$ cat src/rtl/alu_arbiter.sv
// Purpose: arbitrates two requesters onto one shared ALU, with at most one transaction in flight.
// Latency: ALU_LATENCY+1 cycles from grant to rsp_valid. The earliest next grant is the cycle after the response handshake.
// Backpressure: the response is held stable while rsp_ready is low, and no request is accepted until it drains.
//
// Ports: clk, rst (synchronous, active-high)
//        req{0,1}_valid/_ready/_a/_b/_op : request side
//        alu_a/alu_b/alu_op (registered) and alu_c : shared ALU
//        rsp_valid/rsp_ready/rsp_id/rsp_data : response side
//        busy : high whenever the FSM is not in IDLE
// Config: define ALU_ARBITER_FIXED_PRIO_EN for fixed priority (req0 wins contention).
//         That build has no round-robin pointer.
module alu_arbiter #(
    parameter int unsigned ALU_LATENCY = 1
) (
    input  logic              clk,
    input  logic              rst,
    input  logic              req0_valid,
    output logic              req0_ready,
    input  logic [3:0]        req0_a,
    input  logic [3:0]        req0_b,
    input  logic [1:0]        req0_op,
    input  logic              req1_valid,
    output logic              req1_ready,
    input  logic [3:0]        req1_a,
    input  logic [3:0]        req1_b,
    input  logic [1:0]        req1_op,
    output logic [3:0]        alu_a,
    output logic [3:0]        alu_b,
    output logic [1:0]        alu_op,
    input  logic signed [5:0] alu_c,
    output logic              rsp_valid,
    output logic              rsp_id,
    output logic signed [5:0] rsp_data,
    input  logic              rsp_ready,
    output logic              busy
);
    localparam logic [2:0] LAT = 3'(ALU_LATENCY);

    typedef enum logic [1:0] {
        IDLE = 2'd0,
        EXEC = 2'd1,
        RESP = 2'd2
    } state_e;

    state_e            state_q, state_d;
    logic [2:0]        cnt_q, cnt_d;
    logic [3:0]        alu_a_q, alu_a_d;
    logic [3:0]        alu_b_q, alu_b_d;
    logic [1:0]        alu_op_q, alu_op_d;
    logic              rsp_valid_q, rsp_valid_d;
    logic              rsp_id_q, rsp_id_d;
    logic signed [5:0] rsp_data_q, rsp_data_d;
    logic              grant0, grant1;

`ifdef ALU_ARBITER_FIXED_PRIO_EN
    always_comb begin
        grant0 = req0_valid;
        grant1 = req1_valid & ~req0_valid;
    end
`else
    // rr_ptr names the requester that wins the next contended cycle.
    logic rr_ptr_q, rr_ptr_d;

    always_comb begin
        grant0 = req0_valid & (~req1_valid | ~rr_ptr_q);
        grant1 = req1_valid & (~req0_valid | rr_ptr_q);
    end

    // The pointer moves only on an accepted grant, so a requester that drops early leaves no trace.
    always_comb begin
        rr_ptr_d = rr_ptr_q;
        if (req0_ready) begin
            rr_ptr_d = 1'b1;
        end else if (req1_ready) begin
            rr_ptr_d = 1'b0;
        end
    end

    always_ff @(posedge clk) begin
        if (rst) begin
            rr_ptr_q <= 1'b0;
        end else begin
            rr_ptr_q <= rr_ptr_d;
        end
    end
`endif

    // The readies are gated with rst, so nothing is accepted on a reset edge.
    assign req0_ready = (state_q == IDLE) & ~rst & grant0;
    assign req1_ready = (state_q == IDLE) & ~rst & grant1;

    always_comb begin
        state_d     = state_q;
        cnt_d       = cnt_q;
        alu_a_d     = alu_a_q;
        alu_b_d     = alu_b_q;
        alu_op_d    = alu_op_q;
        rsp_valid_d = rsp_valid_q;
        rsp_id_d    = rsp_id_q;
        rsp_data_d  = rsp_data_q;
        case (state_q)
            IDLE: begin
                if (req0_ready) begin
                    alu_a_d  = req0_a;
                    alu_b_d  = req0_b;
                    alu_op_d = req0_op;
                    rsp_id_d = 1'b0;
                    cnt_d    = LAT;
                    state_d  = EXEC;
                end else if (req1_ready) begin
                    alu_a_d  = req1_a;
                    alu_b_d  = req1_b;
                    alu_op_d = req1_op;
                    rsp_id_d = 1'b1;
                    cnt_d    = LAT;
                    state_d  = EXEC;
                end
            end
            EXEC: begin
                cnt_d = cnt_q - 3'd1;
                // Capture on the cycle the counter reaches zero.
                // The <= also guards against a zero load.
                if (cnt_q <= 3'd1) begin
                    cnt_d       = 3'd0;
                    rsp_data_d  = alu_c;
                    rsp_valid_d = 1'b1;
                    state_d     = RESP;
                end
            end
            RESP: begin
                if (rsp_ready) begin
                    rsp_valid_d = 1'b0;
                    state_d     = IDLE;
                end
            end
            default: begin
                state_d = IDLE;
            end
        endcase
    end

    always_ff @(posedge clk) begin
        if (rst) begin
            state_q     <= IDLE;
            cnt_q       <= 3'd0;
            alu_a_q     <= 4'd0;
            alu_b_q     <= 4'd0;
            alu_op_q    <= 2'd0;
            rsp_valid_q <= 1'b0;
            rsp_id_q    <= 1'b0;
            rsp_data_q  <= 6'sd0;
        end else begin
            state_q     <= state_d;
            cnt_q       <= cnt_d;
            alu_a_q     <= alu_a_d;
            alu_b_q     <= alu_b_d;
            alu_op_q    <= alu_op_d;
            rsp_valid_q <= rsp_valid_d;
            rsp_id_q    <= rsp_id_d;
            rsp_data_q  <= rsp_data_d;
        end
    end

    assign alu_a     = alu_a_q;
    assign alu_b     = alu_b_q;
    assign alu_op    = alu_op_q;
    assign rsp_valid = rsp_valid_q;
    assign rsp_id    = rsp_id_q;
    assign rsp_data  = rsp_data_q;
    assign busy      = (state_q != IDLE);

endmodule

$ cat config.mk
export PLATFORM = sky130hd
export DESIGN_NAME = alu_arbiter
export DESIGN_NICKNAME = d
export VERILOG_FILES = /design/src/rtl/alu_arbiter.sv
export SDC_FILE = /design/constraint.sdc
export NUM_CORES = 1
export LEC_CHECK = 0
export ABC_AREA = 1
export CORE_MARGIN = 1.5
export CORE_UTILIZATION = 40
export DETAILED_ROUTE_END_ITERATION = 7
export GPL_ROUTABILITY_DRIVEN = 0
export PLACE_DENSITY = 0.85
export RECOVER_POWER = 25
export SYNTH_ARGS = -nofsm -noshare
export SYNTH_HDL_FRONTEND = slang
export SYNTH_SLANG_ARGS = --single-unit
$ cat constraint.sdc
create_clock -name clk -period 1.8 [get_ports clk]
set_input_delay 0.36 -clock clk [delete_from_list [all_inputs] [get_ports clk]]
set_output_delay 0.36 -clock clk [all_outputs]
set_load 0.01 [all_outputs]
==> flow_metrics.env <==
export IMPL_status="complete, no violations"
export IMPL_start_kind="flip-flop"
export IMPL_drc=0
export IMPL_ant_nets=0
export IMPL_first_global_vias=1113
export IMPL_nNetsFinal=248
export IMPL_initial_core_util=0.4169
export IMPL_die_area_um2=3152
export IMPL_end_kind="primary output"
export IMPL_yosysUniqueCellTypes=23
export IMPL_finalSetupViolCount=0
export IMPL_startpoint="state_q[1]"
export IMPL_vias=1170
export IMPL_ios=52
export IMPL_num_rows=19
export IMPL_cap_violations=0
export IMPL_holdWs_ns=0.4698
export IMPL_ys_warn_count=0
export IMPL_grt_pass1_wl_mm=4.457
export IMPL_dp_cells=241
export IMPL_layout_common_cells="clkdlybuf4s50_1 (48), nand2_1 (32), dfxtp_1 (23)"
export IMPL_p_leak_nw=0.7321
export IMPL_viasPerCell=4.776
export IMPL_finalWirelength_mm=2.628
export IMPL_yosysSeqAreaShare=0.4252
export IMPL_cts_path_max_buffers=2
export IMPL_crit_type="flip-flop to primary output"
export IMPL_r2r_slack_ns=0.31
export IMPL_synth_top_area_share=0.4252
export IMPL_syn_avg_cell_area_um2=7.433
export IMPL_worstPathMaxFanout=4
export IMPL_cts_root_buf="clkbuf_4"
export IMPL_max_slew_margin_rel=0.7476
export IMPL_synth_area_um2=1130
export IMPL_initialDrtViolationCount=31
export IMPL_grt_max_degree=17
export IMPL_numCtsBuffers=3
export IMPL_die_w_um=56.15
export IMPL_wl_per_cell_um=10.73
export IMPL_synth_nets=185
export IMPL_track_usage=0.1742
export IMPL_max_freq_ghz=0.5803
export IMPL_n_fill_cell=244
export IMPL_period_share=0.9573
export IMPL_overflow=0
export IMPL_pre_cts_ws_ns=-0.2272
export IMPL_clock_latency_ns=0.31
export IMPL_cp_arrival_ns=1.36
export IMPL_core_area_um2=2710
export IMPL_mostFrequentLayoutCell="clkdlybuf4s50_1"
export IMPL_grt_antenna_before_repair=0
export IMPL_multi_input_area_um2=550.5
export IMPL_final_util=0.6491
export IMPL_stdcell_area_um2=1759
export IMPL_p_per_area_nw_per_um2=725.1
export IMPL_cts_hold_buf=0
export IMPL_rsz0062_at_grt="no"
export IMPL_htree_num_levels=1
export IMPL_clock_skew_ns=0.002095
export IMPL_min_period_ns=1.723
export IMPL_r2r_cells=8
export IMPL_cts_resized=5
export IMPL_rr_endpoint="alu_op[0]"
export IMPL_place_area_um2=1732
export IMPL_r2r_start="state_q[1]"
export IMPL_cts_clk_slew_worst_paths_ns=0.13
export IMPL_dr_pass1_iters=4
export IMPL_hpwl_mm=1.948
export IMPL_syn_instance_count=152
export IMPL_crit_required_ns=1.44
export IMPL_cts_tree="built"
export IMPL_cts_sinks=24
export IMPL_crit_end="busy"
export IMPL_port_buffers=51
export IMPL_ys_seq_elements=24
export IMPL_instances_no_fill=245
export IMPL_layout_drive_gt1_share=0.1121
export IMPL_yosysTopAreaCell="dfxtp_1"
export IMPL_ir_worst_vdd_v=0.0004610
export IMPL_regArea_um2=481.7
export IMPL_finalHoldViolCount=0
export IMPL_fin_ws_ns=0.07684
export IMPL_final_max_slew_viol_count=0
export IMPL_antenna_cells=0
export IMPL_min_path_type="flip-flop to flip-flop"
export IMPL_die_h_um=56.15
export IMPL_syn2layout_area_growth_pct=55.70
export IMPL_ys_top_cells_by_area="dfxtp_1 (43%), nand2_1 (11%), a21oi_1 (7.1%), nor2_1 (6.0%), o21bai_1 (5.3%)"
export IMPL_cts_setup_buffers=0
export IMPL_tightest_slew_ns=0.3786
==> power breakdown <==
part | leakage, nW | internal, W | switching [W]
clock network | 0.0210 | 0.000123 | 0.000156
registers | 0.197 | 0.000579 | 0.0000298
logic | 0.514 | 0.000212 | 0.000175
total | 0.732 | 0.000915 | 0.000361
==> synthesized netlist by cell type <==
cell and count:
nand4_1 1, inv_1 15, o21bai_1 8, nor2_2 1
inv_4 1, nor3_1 1, nand3b_1 2, nor2_1 18
inv_2 1, nand3_1 11, dfxtp_1 24, nand2_4 1
clkbuf_1 1, buf_6 1, nor2_4 4, buf_4 2
a21oi_1 16, or2_2 1, o21ai_0 7, nand2_2 1
ha_1 2, nand2_1 32, a21oi_2 1
==> state kept, by name (all words and copies together) (netlist names) <==
register / cells
rr_ptr_q: 1
rsp_id: 1
rsp_data: 6
rsp_valid: 1
alu_op: 2
cnt_q: 3
state_q: 2
alu_a: 4
alu_b: 4
==> worst min-delay path by stage <==
stage,start,endpoint,slack (ns),depth (start not counted)
global placement,alu_b[3],alu_b[3],0.45,2
detailed placement,alu_b[3],alu_b[3],0.46,2
CTS,alu_b[3],alu_b[3],0.47,2
global route,alu_a[1],alu_a[1],0.49,2
finish,alu_a[0],alu_a[0],0.47,2
floorplan,cnt_q[1],cnt_q[1],0.47,2
==> cell families after synthesis <==
logic type      synth area share
fa+ha+maj                0.02214
simple gates              0.3045
compound gates            0.1628
flops                     0.4252
buf+inv                  0.08526
==> final cells by class <==
class / count / share of cell area
clock buffers: 4 / 0.02063
well taps: 31 / 0.02205
multi-input cells: 107 / 0.3129
flip-flops and latches: 24 / 0.2738
inverters: 17 / 0.03770
repair buffers: 62 / 0.3329
==> metrics by stage <==
step	power (W)	setup TNS, ns
after global routing	0.001352	0
after floorplan	0.0008061	0
after detailed placement	0.001014	-0.6663
after global placement	0.001005	-0.4653
after CTS	0.001294	0
final	0.001276	0
==> per-layer routing <==
| layer | track usage | share of wire |
|---|---|---|
| met4 | 0.08503 | 0.015 |
| met2 | 0.3109 | 0.48 |
| met1 | 0.1925 | 0.43 |
| met5 | 0 | 0 |
| met3 | 0.03953 | 0.070 |
==> critical path, stage by stage, from the launching register on <==
cell and delay (ns):
dfxtp_2 0.41, nor2_4 0.07, inv_1 0.05, clkdlybuf4s50_1 0.53
No activity file was read; power rests on OpenSTA's default activity.
